$ cat src/rtl/tlul_host_initiator.sv
// TL-UL host initiator: core req/gnt/valid port to TL-UL A/D channels, up to MAX_REQS in flight.
// Optional build macro TLUL_HOST_SRC_CHECK_EN adds a D-source vs. ID-queue-head check.
module tlul_host_initiator #(
   parameter  int MAX_REQS = 2,
   localparam int TL_AW    = 32,
   localparam int TL_DW    = 32,
   localparam int TL_AIW   = 8,
   localparam int TL_SZW   = 2,
   localparam int TL_DBW   = TL_DW / 8
) (
   input  logic              clk_i,
   input  logic              rst_i,
   input  logic              req_i,
   output logic              gnt_o,
   input  logic              we_i,
   input  logic [TL_AW-1:0]  addr_i,
   input  logic [TL_DW-1:0]  wdata_i,
   input  logic [TL_DBW-1:0] be_i,
   output logic              valid_o,
   output logic [TL_DW-1:0]  rdata_o,
   output logic              err_o,
   output logic              err_sticky_o,
   output logic              a_valid_o,
   output logic [2:0]        a_opcode_o,
   output logic [TL_SZW-1:0] a_size_o,
   output logic [TL_AIW-1:0] a_source_o,
   output logic [TL_AW-1:0]  a_address_o,
   output logic [TL_DBW-1:0] a_mask_o,
   output logic [TL_DW-1:0]  a_data_o,
   input  logic              a_ready_i,
   input  logic              d_valid_i,
   input  logic [2:0]        d_opcode_i,
   input  logic [TL_AIW-1:0] d_source_i,
   input  logic [TL_DW-1:0]  d_data_i,
   input  logic              d_error_i,
   output logic              d_ready_o
);

   localparam int PTR_W = (MAX_REQS > 1) ? $clog2(MAX_REQS) : 1;
   localparam int CNT_W = $clog2(MAX_REQS + 1);

   localparam logic [2:0] OP_GET         = 3'd4;
   localparam logic [2:0] OP_PUT_FULL    = 3'd0;
   localparam logic [2:0] OP_PUT_PARTIAL = 3'd1;
   localparam logic [2:0] D_ACK          = 3'd0;
   localparam logic [2:0] D_ACK_DATA     = 3'd1;

   logic [CNT_W-1:0] count_q;
   logic [PTR_W-1:0] src_ptr_q;
   logic             full;
   logic             d_retire;
   logic             d_unexpected;
   logic             d_illegal;
   logic             src_mismatch;

   function automatic logic [PTR_W-1:0] ptr_inc(input logic [PTR_W-1:0] p);
      return (p == PTR_W'(MAX_REQS - 1)) ? '0 : p + PTR_W'(1);
   endfunction

   assign full = (count_q == CNT_W'(MAX_REQS));

   // A request is withheld while reset is asserted so the bus sees no valid during reset.
   assign a_valid_o   = req_i & ~full & ~rst_i;
   assign gnt_o       = a_valid_o & a_ready_i;
   assign a_opcode_o  = ~we_i ? OP_GET : ((&be_i) ? OP_PUT_FULL : OP_PUT_PARTIAL);
   assign a_size_o    = TL_SZW'(2);
   assign a_source_o  = TL_AIW'(src_ptr_q);
   assign a_address_o = addr_i;
   assign a_mask_o    = be_i;
   assign a_data_o    = wdata_i;
   assign d_ready_o   = 1'b1;

   assign d_retire     = d_valid_i & (count_q != '0);
   assign d_unexpected = d_valid_i & (count_q == '0);
   assign d_illegal    = (d_opcode_i != D_ACK) && (d_opcode_i != D_ACK_DATA);

`ifdef TLUL_HOST_SRC_CHECK_EN
   logic [TL_AIW-1:0] id_q [MAX_REQS];
   logic [PTR_W-1:0]  rd_ptr_q;

   // Write slot always equals src_ptr_q because both advance together on every grant.
   always_ff @(posedge clk_i or posedge rst_i) begin
      if (rst_i) begin
         rd_ptr_q <= '0;
         for (int i = 0; i < MAX_REQS; i++) begin
            id_q[i] <= '0;
         end
      end else begin
         if (gnt_o) begin
            id_q[src_ptr_q] <= a_source_o;
         end
         if (d_retire) begin
            rd_ptr_q <= ptr_inc(rd_ptr_q);
         end
      end
   end

   assign src_mismatch = (d_source_i != id_q[rd_ptr_q]);
`else
   logic unused_d_source;
   assign unused_d_source = ^d_source_i;
   assign src_mismatch    = 1'b0;
`endif

   always_ff @(posedge clk_i or posedge rst_i) begin
      if (rst_i) begin
         count_q      <= '0;
         src_ptr_q    <= '0;
         valid_o      <= 1'b0;
         rdata_o      <= '0;
         err_o        <= 1'b0;
         err_sticky_o <= 1'b0;
      end else begin
         if (gnt_o) begin
            src_ptr_q <= ptr_inc(src_ptr_q);
         end
         case ({gnt_o, d_retire})
            2'b10:   count_q <= count_q + CNT_W'(1);
            2'b01:   count_q <= count_q - CNT_W'(1);
            default: count_q <= count_q;
         endcase
         valid_o <= d_retire;
         rdata_o <= (d_retire && (d_opcode_i == D_ACK_DATA)) ? d_data_i : '0;
         err_o   <= d_retire & (d_error_i | d_illegal | src_mismatch);
         if (d_unexpected || (d_retire && (d_illegal || src_mismatch))) begin
            err_sticky_o <= 1'b1;
         end
      end
   end

endmodule
$ cat config.mk
export PLATFORM = sky130hd
export DESIGN_NAME = tlul_host_initiator
export DESIGN_NICKNAME = d
export VERILOG_FILES = /design/src/rtl/tlul_host_initiator.sv
export SDC_FILE = /design/constraint.sdc
export NUM_CORES = 1
export LEC_CHECK = 0
export CAP_MARGIN = 20
export CORE_AREA = 2 2 92 94
export DETAILED_ROUTE_END_ITERATION = 7
export DIE_AREA = 0 0 94 96
export GPL_TIMING_DRIVEN = 0
export PLACE_DENSITY = 0.86
export SLEW_MARGIN = 20
export SYNTH_ARGS = -nofsm -noshare
export SYNTH_HDL_FRONTEND = slang
export SYNTH_SLANG_ARGS = --single-unit
$ cat constraint.sdc
create_clock -name clk_i -period 2 [get_ports clk_i]
set_clock_uncertainty 0.05 [all_clocks]
set_input_delay 0.3 -clock clk_i [delete_from_list [all_inputs] [get_ports clk_i]]
set_output_delay 0.3 -clock clk_i [all_outputs]
set_load 0.02 [all_outputs]
# Yosys cells after proc, flatten, opt, wreduce, memory -nomap -nowiden
# Cells that the tools add are included.
# word_totals
ff_bits,38
output_inout_bits,119
# classes
n_addsub,3
eq_ne,5
n_mux,5
bitwise_logic,9
n_reduce_logical,9
# ops
op,count
2-to-1 mux 32 bit,1
bitwise AND 1 bit,6
equality test 2 bit (second input constant),2
case mux 2 bit (2 select lines),1
AND reduction 4 bit,1
nonzero test 2 bit,2
equality test 3 x 1 -> 1 bit (second input constant),1
logical AND 1 bit,3
2-to-1 mux 3 bit,1
inequality test 3 x 1 -> 1 bit (second input constant),1
nonzero test 3 bit,1
adder 2 x 1 -> 2 bit (second input constant),1
equality test 2 x 1 -> 1 bit (second input constant),1
zero test 2 bit,1
2-to-1 mux 1 bit,2
inverter 1 bit,2
subtractor 2 x 1 -> 2 bit (second input constant),1
adder 1 bit (second input constant),1
logical OR 1 bit,1
bitwise OR 1 bit,1

# Depth between registers and ports, before layout
# logic_depth
depth_word,7
mapped_depth,6
depth_no_buf,6

# Least setup slack after synthesis
# Ideal clock, no wire load.
# synth_timing
path_type,input to register
startpoint,input port rst_i
endpoint,register count_q[1]
setup_ns,0.080
arrival_ns,2.129
required_time_ns,1.870
setup_slack_ns,-0.259
cell_stages,5
path_buffers,0
path_cell_list,inv_1 > o2111ai_1 > ha_1 > nor2_1 > xnor2_1
# synth_via
elab_chain_cells,5
# synth_lines
element,line,rtl
"start, declared",12,"input logic rst_i,"
inverter 1 bit *,63,assign a_valid_o = req_i & ~full & ~rst_i;
bitwise AND 1 bit *,63,
bitwise AND 1 bit *,64,assign gnt_o = a_valid_o & a_ready_i;
equality test 2 x 1 -> 1 bit or equality test 2 bit (tied branches),117,"case ({gnt_o, d_retire})"
case mux 2 bit (2 select lines) or nonzero test 2 bit (tied branches),--,
"end signal, assigned",118,2'b10: count_q <= count_q + CNT_W'(1);
"end signal, assigned",119,2'b01: count_q <= count_q - CNT_W'(1);
"end signal, assigned",120,default: count_q <= count_q;
"end, declared",48,logic [CNT_W-1:0] count_q;
# Mark *: on every way between the ends. The rest lies on a longest branch, timed or not.
# A chain may end at the register's enable or synchronous reset.

# Worst setup path after layout
# layout_timing
startpoint,input port rst_i
endpoint,output port a_valid_o
# layout_via
elab_chain_cells,2
# layout_lines
element,line,rtl
inverter 1 bit,63,
bitwise AND 1 bit,63,
"end, declared",23,"output logic a_valid_o,"
# No other way between the ends.

==> summary.txt <==
Logic synthesis
  – Synth top area share: 47.3%
  – Synth Instances: 175
  – Synth warnings: 0
  – Post-synth top cells: 80 x buf_4, 38 x dfrtp_1, 23 x and2_4, 7 x and2_1
  – Synthesized flop and latch total: 38
  – Synth async-reset ratio: 100%
  – Syn_area_per_cell: about 11 µm²
  – Synth top area cells: dfrtp_1 47%, buf_4 30%, and2_4 10%
  – Number of synthesized flops with an enable pin: 0
  – Most common cell in the netlist: buf_4
  – Area leader, netlist: dfrtp_1
  – Sequential area share after synthesis: 47.3%
  – Top_reg_cell synth: dfrtp_1
  – Distinct cells, synth: 19
  – Synth Cell Area: 2010 µm²

Critical path
  – Crit path to: a_valid_o
  – CP startpoint: rst_i
  – Critical path endpoint category: output port
  – R2R Path End: count_q[1]$_DFFE_PP0P_
  – Max Fanout on Critical Path: 3
  – R2R setup slack: 0.49 ns
  – Crit-path slowest cell: clkdlybuf4s50_1
  – Startpoint types: input port
  – Largest stage delay on the critical path: 0.53 ns
  – FF-to-FF Start: count_q[1]$_DFFE_PP0P_
  – Critical Path RT: between 1.5 and 2 ns
  – Critical path class: in -> out
  – CP cell instances: clkdlybuf4s15_1, clkinvlp_4, buf_4, o211a_1, clkdlybuf4s50_1
  – Worst r2r path cells: 5
  – Critical Path AT: between 1.5 and 2 ns

Timing
  – Unrepaired setup endpoints after global routing: no
  – Slew margin rel.: 36.4%
  – Worst hold slack: 0.192 ns
  – Tightest Pin Transition: 0.949 ns
  – Final Max Tran Viols: 0
  – Fin crit share: 95.8%
  – Finish-stage setup viols: 0
  – Maximum clock frequency: 522 MHz
  – Fin. Hold Viols: 0
  – Tmin final: ~1.9 ns

Detailed routing
  – DRC errors left: 0
  – DR vias/cell: 3.68
  – Routed len/inst: 12.7 µm
  – Final wirelength: 5770 µm
  – First-pass DRT Iterations: 2
  – Antenna viol nets, final: 0
  – 1st-iter DRT viols: 16
  – Vias: roughly 1700

Status
  – Status: finished clean

Placed design
  – Placed Area: 3710 µm²
  – Routability cong.: 0.773
  – I/O Buffers: 153
  – Placed cell count: 442
  – HPWL after DPL: between 4000 and 5000 µm

Clocking
  – CTS max path bufs: 2
  – Clock slew at reported path FFs: 0.07 ns
  – Sink Count: 38
  – Clock root buffer: clkbuf_8
  – Post-CTS Hold Fix Bufs: 0
  – H-tree depth: 2
  – Clock latency at the later pin of the worst-skew pair: between 0.2 and 0.3 ns
  – CTS Buf Count: 5
  – CTS tree: yes

Final layout
  – Antenna cell count: 0
  – Utilization after layout: between 40% and 50%
  – Fraction of layout cells with a size suffix above 1: between 30 and 40%
  – Area of the multi-input gates: around 440 µm²
  – Final Cell Area: about 3900 µm²
  – Area growth syn-to-layout: 93.7%
  – Fin nets: 468
  – Filler cells: 709
  – Finished Layout Cells: 455
  – FF/Latch Area: 951 µm²

Power
  – Pwr per Cell Area: 646 nW/µm²
  – Total Power: 2520 µW
  – Peak supply drop: between 0.4 and 0.5 mV
  – P_leak: 0.00184 µW

GRT
  – Initial antenna violation count: 0
  – Global-route wire length before repair: ~8000 µm
  – Largest net degree at the start of global routing: 21
  – Vias in the first global route: around 1600
  – GRT Total Usage: 11.7%
  – GR Overflow Total: 0

Die
  – Chip width: 94 µm
  – Die span in y: 96 µm
  – Initial core utilization: 25.0%
  – Io pins: between 200 and 250
  – Die area: 9020 µm²
  – Core area: 8050 µm²
  – # rows: 33

Flow run
  – Number of max-cap violations: 0

Min path
  – Worst hold path type: in -> async
[flip-flops by register name (all words and copies together), names as in the netlist]
signal,count
err_sticky_o,1
valid_o,1
err_o,1
rdata_o,32
count_q,2
src_ptr_q,1
[where the power goes]
| group | total (µW) | internal, µW | switching, µW |
|---|---|---|---|
| Sequential | 861 | 830 | 30.3 |
| Clock | 782 | 532 | 250 |
| Combinational | 873 | 500 | 373 |
| Total | 2520 | 1860 | 654 |
[critical path, delay by kind of cell]
family | cells | cell delay (ns)
AOI/OAI and AO/OA | 1 | 0.10
buffers and inverters | 4 | 1.17
[layer usage]
metal | share of wire (%) | track usage [%] | up-vias
li1 | - | - | 789
met1 | 33 | 12.1 | 751
met2 | 56 | 22.6 | 134
met3 | 10 | 3.60 | 2
met4 | 0.54 | 3.62 | 0
met5 | 0 | 0 | -
[metrics by stage]
step	TNS [ns]	worst slack, ns
2_1_floorplan	0	0.110
3_3_place_gp	-3.36	-0.979
3_5_place_dp	-3.74	-1.04
4_1_cts	0	0.0333
5_1_grt	0	0.0112
6_report	0	0.0844
[layout by cell type (no fill, tap or decap), types with 2 or more instances in the layout]
master,count
and2_2,2
inv_1,3
buf_4,83
bufinv_16,2
nor2_1,2
and2_1,7
buf_6,4
xnor2_1,4
conb_1,11
dfrtp_1,38
clkbuf_8,6
clkinvlp_2,2
clkdlybuf4s50_1,150
and2_4,23
[worst min path at each step]
| stage | startpoint | endpoint | depth (start not counted) |
|---|---|---|---|
| floorplan | rst_i | count_q[0]$_DFFE_PP0P_ | 1 |
| finish | rst_i | src_ptr_q$_DFFE_PP0P_ | 3 |
| CTS | rst_i | src_ptr_q$_DFFE_PP0P_ | 3 |
| detailed placement | err_sticky_o$_DFFE_PP0P_ | err_sticky_o$_DFFE_PP0P_ | 1 |
| global placement | err_sticky_o$_DFFE_PP0P_ | err_sticky_o$_DFFE_PP0P_ | 1 |
| global route | rst_i | src_ptr_q$_DFFE_PP0P_ | 3 |
[logic make-up after synthesis]
kind of cell,synth area share (%)
buffers and inverters,32.9
XOR/XNOR,1.74
AO/OA/AOI/OAI,3.24
other,0.374
flip-flops,47.3
AND/OR/NAND/NOR,13.9
adder cells (fa/ha/maj),0.622
[cell type report]
type	count	area share (%)
Buffer	84	16.6
Clock buffer	6	2.12
Clock inverter	2	1.54
Inverter	4	0.482
Multi-Input combinational cell	58	11.3
Sequential cell	38	24.4
Tap cell	105	3.37
Timing Repair Buffer	156	39.9
Timing Repair inverter	2	0.257
[repair_timing]
| action | in CTS | in global routing |
|---|---|---|
| resized for setup | 3 | 2 |
| setup buffers | 3 | 0 |
| setup endpoints to repair | 5 | 2 |
| gates cloned | 2 | 0 |
Power figures use the tool's default switching activity.
